`src/rtl/cavlc_fifo_pkg.sv`:
```
// Shared sizing for the CAVLC coefficient FIFO: the 8x16 memory and its
// pointer/flag controller both take their widths from here so they cannot drift.
package cavlc_fifo_pkg;

    localparam int FIFO_ADDR_W = 3;
    localparam int FIFO_DATA_W = 16;
    localparam int FIFO_DEPTH  = 1 << FIFO_ADDR_W;

endpackage

```
`src/rtl/fifo_ptr.sv`:
```
// Wrap-bit pointer counter for the FIFO controller. One instance tracks the
// write side and one the read side; the extra MSB distinguishes a full
// FIFO from an empty one when the address bits coincide.
module fifo_ptr #(
    parameter int W = 4
) (
    input  logic         Clk,
    input  logic         nReset,
    input  logic         inc,
    input  logic         clr,
    output logic [W-1:0] ptr
);

    // Clear wins over increment so a flush always lands the pointer on zero.
    always_ff @(posedge Clk or negedge nReset) begin
        if (!nReset) begin
            ptr <= '0;
        end else if (clr) begin
            ptr <= '0;
        end else if (inc) begin
            ptr <= ptr + 1'b1;
        end
    end

endmodule

```
`src/rtl/fifo_ctrl.sv`:
```
// Pointer/flag controller for the CAVLC coefficient FIFO memory.
// Converts producer Push and consumer Pop requests into memory addresses,
// a write strobe and first-word-fall-through status flags.
// Optional macro FIFO_CTRL_ERR_EN adds sticky Overflow/Underflow outputs;
// without it, refused requests are simply dropped.
module fifo_ctrl
    import cavlc_fifo_pkg::*;
#(
    parameter int ADDR_W = FIFO_ADDR_W
) (
    input  logic              Clk,
    input  logic              nReset,
    input  logic              Push,
    input  logic              Pop,
    input  logic              Flush,
    output logic [ADDR_W-1:0] AddrWrite,
    output logic [ADDR_W-1:0] AddrRead,
    output logic              WE,
    output logic              OE,
    output logic              Full,
    output logic              Empty,
    output logic [ADDR_W:0]   Count
`ifdef FIFO_CTRL_ERR_EN
    ,
    output logic              Overflow,
    output logic              Underflow
`endif
);

    logic [ADDR_W:0] wrPtr;
    logic [ADDR_W:0] rdPtr;
    logic            pushOk;
    logic            popOk;

    fifo_ptr #(.W(ADDR_W + 1)) wrPtrInst (
        .Clk    (Clk),
        .nReset (nReset),
        .inc    (pushOk),
        .clr    (Flush),
        .ptr    (wrPtr)
    );

    fifo_ptr #(.W(ADDR_W + 1)) rdPtrInst (
        .Clk    (Clk),
        .nReset (nReset),
        .inc    (popOk),
        .clr    (Flush),
        .ptr    (rdPtr)
    );

    // Flags decoded straight from the pointer registers; a full FIFO can still
    // take a push when the head leaves on the same edge, since the freed slot
    // is exactly the one being written.
    always_comb begin
        Empty     = (wrPtr == rdPtr);
        Full      = (wrPtr[ADDR_W-1:0] == rdPtr[ADDR_W-1:0]) &&
                    (wrPtr[ADDR_W] != rdPtr[ADDR_W]);
        Count     = wrPtr - rdPtr;
        AddrWrite = wrPtr[ADDR_W-1:0];
        AddrRead  = rdPtr[ADDR_W-1:0];
        pushOk    = Push & ~Flush & (~Full | Pop);
        popOk     = Pop & ~Flush & ~Empty;
        WE        = pushOk & nReset;
        OE        = ~Empty;
    end

`ifdef FIFO_CTRL_ERR_EN
    // Sticky error flags record any refused request until software flushes.
    always_ff @(posedge Clk or negedge nReset) begin
        if (!nReset) begin
            Overflow  <= 1'b0;
            Underflow <= 1'b0;
        end else if (Flush) begin
            Overflow  <= 1'b0;
            Underflow <= 1'b0;
        end else begin
            if (Push && Full && !Pop) begin
                Overflow <= 1'b1;
            end
            if (Pop && Empty) begin
                Underflow <= 1'b1;
            end
        end
    end
`endif

endmodule

```
`config.mk`:
```
export PLATFORM = sky130hd
export DESIGN_NAME = fifo_ctrl
export DESIGN_NICKNAME = d
export VERILOG_FILES = /design/src/rtl/cavlc_fifo_pkg.sv /design/src/rtl/fifo_ptr.sv /design/src/rtl/fifo_ctrl.sv
export SDC_FILE = /design/constraint.sdc
export NUM_CORES = 1
export LEC_CHECK = 0
export BUFFER_PORTS_ARGS = -buffer_cell sky130_fd_sc_hd__buf_2
export CORE_MARGIN = 8
export CORE_UTILIZATION = 33
export DETAILED_ROUTE_END_ITERATION = 10
export PLACE_DENSITY = 0.57
export SLEW_MARGIN = 5
export SYNTH_ARGS = -nofsm -noshare
export SYNTH_HDL_FRONTEND = slang
export SYNTH_SLANG_ARGS = --single-unit
```
`constraint.sdc`:
```
create_clock -name Clk -period 4.1 [get_ports Clk]
set_clock_uncertainty 0.1 [all_clocks]
set_input_delay 0.41 -clock Clk [delete_from_list [all_inputs] [get_ports Clk]]
set_output_delay 0.41 -clock Clk [all_outputs]
set_load 0.005 [all_outputs]
```
==> results of run 1 <==
[metrics by stage]
stage               cell area, um2  instances
CTS                            719        106
detailed placement             687        102
finish                         719        106
floorplan                      618         66
global route                   719        106
global placement               687        102
[power by group through the flow]
| stage | sequential [W] | clock [W] | combinational [W] |
|---|---|---|---|
| after floorplan | 0.0000936 | 0 | 0.0000773 |
| after global placement | 0.0000953 | 0 | 0.000114 |
| after detailed placement | 0.0000959 | 0 | 0.000114 |
| after CTS | 0.0000944 | 0.0000653 | 0.000116 |
| after global routing | 0.0000960 | 0.0000666 | 0.000129 |
| final | 0.0000943 | 0.0000606 | 0.000113 |
[flip-flops by register name (all words and copies together) (netlist names)]
register / cells
rdPtrInst.ptr: 4
wrPtrInst.ptr: 4
[cell usage after synthesis]
library cell  number
a21o_1             1
a21oi_1            3
and3_1             1
buf_4              7
dfrtp_1            8
fa_1               1
ha_1               5
inv_1              8
mux2i_1            1
nand2_1            3
nand3_1            3
nand4_1            1
nor2_1             7
nor2b_1            1
nor3b_1            1
o211ai_1           1
o21ai_0            2
o311ai_1           1
o31ai_4            1
or4_1              1
xnor2_1            5
xnor2_2            1
xor2_1             3
[path summary, 6_finish.rpt]
check | to | cells past startpoint | slack (ns)
max | WE | 6 | 1.76
min | rdPtrInst.ptr[2] | 2 | 0.36
max reg2reg | wrPtrInst.ptr[1] | 6 | 2.23
min reg2reg | wrPtrInst.ptr[2] | 2 | 0.51
max in group asynchronous | rdPtrInst.ptr[2] | 2 | 3.27
min in group asynchronous | wrPtrInst.ptr[2] | 2 | 0.44
[cells by family (layout without fill, tap and decap cells)]
logic type | Yosys count | after routing
AND/OR/NAND/NOR | 18 | 18
buffers and inverters | 15 | 30
AO/OA/AOI/OAI | 9 | 9
XOR/XNOR | 9 | 9
flip-flops | 8 | 8
adder cells (fa/ha/maj) | 6 | 6
multiplexers | 1 | 1
[timing repair]
item                      4_1_cts  5_1_grt
hold endpoints to repair        8        0
resized for setup               0        0
hold buffers                    1        0
[per-layer routing]
layer  share of wire [%]  up-vias
met5                   0        -
met4                0.91        0
met3                 7.9        2
met2                  42       12
li1                    -      247
met1                  49      225
[layout make-up]
type / count / area share (%)
multi-input combinational: 43 / 46.6
sequential: 8 / 27.8
timing repair buffer: 19 / 13.9
tap: 25 / 4.35
inverter: 8 / 4.17
clock buffer: 3 / 3.13
==> flow_summary.json, run 1 <==
{
  "outcome": "complete, no violations",
  "antenna_found_initial": 0,
  "synth.distinct_cells": 23,
  "die_w_um": 59.3,
  "p_switching_w": 0.0000964,
  "clock_path_buffers": 2,
  "grt_max_degree": 11,
  "fin_ws_ns": 1.76,
  "grt_pass1_vias": 464,
  "p_int_w": 0.000171,
  "drtIter0Drc": 6,
  "syn_nets": 77,
  "critPathKind": "reg2out",
  "worstMarginPinSlew_ns": 0.400,
  "drc_errors": 0,
  "syn_area_um2": 618,
  "initial_core_util_pct": 35.4,
  "place_ws_ns": 2.03,
  "cts_setup_buffers": 0,
  "num_rows": 15,
  "final.fill_count": 186,
  "power_w": 0.000267,
  "area_growth_pct": 16.4,
  "core_area_um2": 1750,
  "setup_viol": 0,
  "whs_ns": 0.359,
  "rsz0062_at_grt": "false",
  "via_per_inst": 4.58,
  "synth_top_area_share_pct": 32.4,
  "clock_latency_ns": 0.25,
  "grt_use_met3_pct": 2.82,
  "path_cells": "inv_1, ha_1, nand3_1, o31ai_4, nor3b_1, buf_2",
  "critPathMaxFanout": 6,
  "worst_setup_path_start_kind": "flip-flop",
  "drive_gt1_share_pct": 28.4,
  "yosys.area_share.xor_xnor_pct": 14.0,
  "grt_busiest_layer": "met2",
  "synth_top_family_by_area": "simple AND/OR/NAND/NOR gates",
  "ys_ff_latch": 8,
  "via_count": 486,
  "diodes": 0,
  "final.setup.tns_ns": 0,
  "grt_overflow_total": 0,
  "fin_crit_ns": 2.34,
  "wire_per_inst_um": 12.4,
  "cp-end-kind": "output port",
  "wl_um": 1310,
  "io_buffers": 18,
  "io-pin-count": 19,
  "cts_buffers": 3,
  "cts.clk_slew.worst_paths_ns": 0.05,
  "max_freq_ghz": 0.428,
  "slew_headroom_pct": 73.2,
  "cp-startpoint": "rdPtrInst.ptr[1]",
  "sw_frac_of_total_pct": 36.0,
  "grt_first_pass_wirelength_um": 2100,
  "syn_inst": 66,
  "worstHoldStart": "Flush",
  "cts_max_level": 1,
  "dr.pass1.iters": 4,
  "die_h_um": 59.3,
  "yosys.area_share.adder_pct": 13.4,
  "postLayoutCoreUtil_pct": 41.2,
  "maxCapViolations": 0,
  "slew_viol_final": 0,
  "global_route.usage.total_pct": 8.02,
  "hold_viol_final": 0,
  "yosysSeqAreaShare_pct": 32.4,
  "timing.rr.start": "rdPtrInst.ptr[1]",
  "synth_warnings": 0,
  "crit_arrival_ns": 1.83,
  "mostFrequentLayoutCells": "buf_2 (18), inv_1 (8), dfrtp_1 (8)",
  "synth_compound_area_share_pct": 11.3,
  "dieArea_um2": 3510,
  "multi_input_area_um2": 335,
  "period_share_pct": 57.0,
  "leakage_nw": 0.378,
  "avgSynthCellArea_um2": 9.37,
  "synth-simple-area-share_pct": 14.0,
  "cp_slowest_stage_delay_ns": 0.45,
  "post-dp-hpwl_um": 1080,
  "cts_num_sinks": 8,
  "synth.area.top_cells": "dfrtp_1 (32%), ha_1 (10%), buf_4 (8.5%)",
  "layout.nets": 94,
  "layout_commonest_cell": "buf_2",
  "irDropWorstVdd_uv": 157,
  "synth_mux_area_share_pct": 1.62,
  "gp_congestion": 0.865,
  "synth_top_area_cell": "dfrtp_1",
  "clkPwrFrac_pct": 22.7,
  "met1_usage_pct": 9.88,
  "slowest_stage": "dfrtp_1",
  "p_comb_share_pct": 42.1,
  "seq_power_share_pct": 35.3,
  "cts-root-buf": "clkbuf_4",
  "detail-route-antenna-nets": 0,
  "powerDensity_nw_per_um2": 372,
  "gr-usage-met2_pct": 10.9,
  "regArea_um2": 200,
  "crit_family": "flip-flops",
  "min_path_type": "in2reg",
  "cts_tree": "yes",
  "cp.buffers_inverters": 2,
  "worstPathRequired_ns": 3.59
}
No activity file was read; power rests on OpenSTA's default activity.
==> inputs of run 2 (changes only) <==
clock period = 2.4 ns   (was 4.1 ns; I/O delays follow)
==> run 2 against run 1 <==
Net effect:
- cell area unchanged
- largest cell class unchanged
- combinational power up 70%
- count of clock-buffer cells in the layout is the same
- highest routed layer unchanged
==> flow_summary.json, run 2 (synthesis gave the netlist of run 1 again) <==
{
  "outcome": "complete, no violations",
  "cts_resized": 0,
  "crit_family": "flip-flops",
  "leakage_nw": 0.378,
  "powerDensity_nw_per_um2": 636,
  "slowest_stage": "dfrtp_1",
  "min_path_type": "in2reg",
  "mostFrequentLayoutCells": "buf_2 (18), inv_1 (8), dfrtp_1 (8)",
  "critPathMaxFanout": 6,
  "largestRegisters": "rdPtrInst.ptr x4, wrPtrInst.ptr x4",
  "cts_num_sinks": 8,
  "dieArea_um2": 3510,
  "die_w_um": 59.3,
  "stdcell_count": 106,
  "worstMarginPinSlew_ns": 0.392,
  "fin_crit_ns": 2.18,
  "num_rows": 15,
  "cp.buffers_inverters": 2,
  "area_growth_pct": 16.4,
  "period_share_pct": 90.7,
  "layout_commonest_cell": "buf_2",
  "detail-route-antenna-nets": 0,
  "cts_max_level": 1,
  "slew_viol_final": 0,
  "grt_pass1_vias": 477,
  "cts-root-buf": "clkbuf_4",
  "crit_arrival_ns": 1.84,
  "global_route.usage.total_pct": 8.65,
  "cts_tree": "yes",
  "path_cells": "inv_1, ha_1, nand3_1, o31ai_4, nor3b_1, buf_2",
  "placed_cell_area_um2": 687,
  "cts_buffers": 3,
  "gp_congestion": 0.864,
  "via_per_inst": 4.57,
  "grt_first_pass_wirelength_um": 2240,
  "io-pin-count": 19,
  "io_buffers": 18,
  "max_freq_ghz": 0.459,
  "slew_headroom_pct": 73.8,
  "diodes": 0,
  "core_area_um2": 1750,
  "die_h_um": 59.3,
  "cts.clk_slew.worst_paths_ns": 0.05,
  "postLayoutCellArea_um2": 719,
  "worst_setup_path_start_kind": "flip-flop",
  "drive_gt1_share_pct": 28.4,
  "hold_viol_final": 0,
  "via_count": 484,
  "post-dp-hpwl_um": 1060,
  "cts_setup_buffers": 0,
  "layout.nets": 94,
  "dp.cells": 102,
  "setup_viol": 0,
  "wire_per_inst_um": 12.2,
  "grt_max_degree": 11,
  "dr.pass1.iters": 4,
  "clock_latency_ns": 0.25,
  "drtIter0Drc": 10,
  "grt_overflow_total": 0,
  "critPathKind": "reg2out",
  "cp-end-kind": "output port",
  "drc_errors": 0,
  "final.setup.tns_ns": 0,
  "wl_um": 1290,
  "maxCapViolations": 0,
  "worstPathRequired_ns": 2.06,
  "irDropWorstVdd_uv": 290,
  "cp_slowest_stage_delay_ns": 0.44,
  "antenna_found_initial": 0,
  "initial_core_util_pct": 35.4,
  "clock_path_buffers": 2,
  "rsz0062_at_grt": "false"
}
-- run 2: cell counts in the layout (fill, tap and decap cells not counted) --
No cell type changed its count.
-- run 2: per-layer routing --
metal / up-vias / part of all wire, % / wire length (um) / global-route usage [%]
li1: 248 / - / - / -
met1: 218 / 47 / 606 / 10.4
met2: 14 / 43 / 550 / 11.9
met3: 4 / 8.5 / 110 / 3.69
met4: 0 / 1.9 / 25 / 6.14
met5: - / 0 / 0 / 0
-- run 2: worst paths after layout --
path | startpoint | end | slack [ns] | cells past startpoint
worst max-delay path | rdPtrInst.ptr[1] | WE | 0.22 | 6
worst min-delay path | Flush | rdPtrInst.ptr[1] | 0.18 | 2
worst max register to register | wrPtrInst.ptr[0] | wrPtrInst.ptr[3] | 0.52 | 6
worst min register to register | wrPtrInst.ptr[2] | wrPtrInst.ptr[2] | 0.50 | 2
max in group asynchronous | nReset | rdPtrInst.ptr[0] | 1.76 | 2
min in group asynchronous | nReset | wrPtrInst.ptr[0] | 0.26 | 2
-- run 2: report_power, final --
group / switching [W] / internal (W)
logic: 0.000103 / 0.0000898
registers: 0.0000158 / 0.000145
clock network: 0.0000467 / 0.0000573
-- run 2: metrics by stage --
stage | total power [W] | util (%) | setup slack, ns | hold WS, ns
5_1_grt | 0.000501 | 41.2 | 0.0422 | 0.217
4_1_cts | 0.000470 | 41.2 | 0.206 | 0.171
2_1_floorplan | 0.000292 | - | 0.666 | -0.156
3_3_place_gp | 0.000357 | 39.4 | 0.535 | 0.000539
3_5_place_dp | 0.000359 | 39.4 | 0.498 | 0.00439
6_report | 0.000457 | 41.2 | 0.222 | 0.182
-- run 2: timing repair --
action                                  4_1_cts  5_1_grt
hold buffers                                  1        0
hold endpoints to repair                      8        0
endpoints found under the setup margin        0        0
-- run 2: cell type report --
class | count | area, um2
Fill cell | 193 | 1030
Timing Repair Buffer | 19 | 100
Inverter | 8 | 30.0
Clock buffer | 3 | 22.5
Multi-Input combinational cell | 43 | 335
Sequential cell | 8 | 200
Tap cell | 25 | 31.3
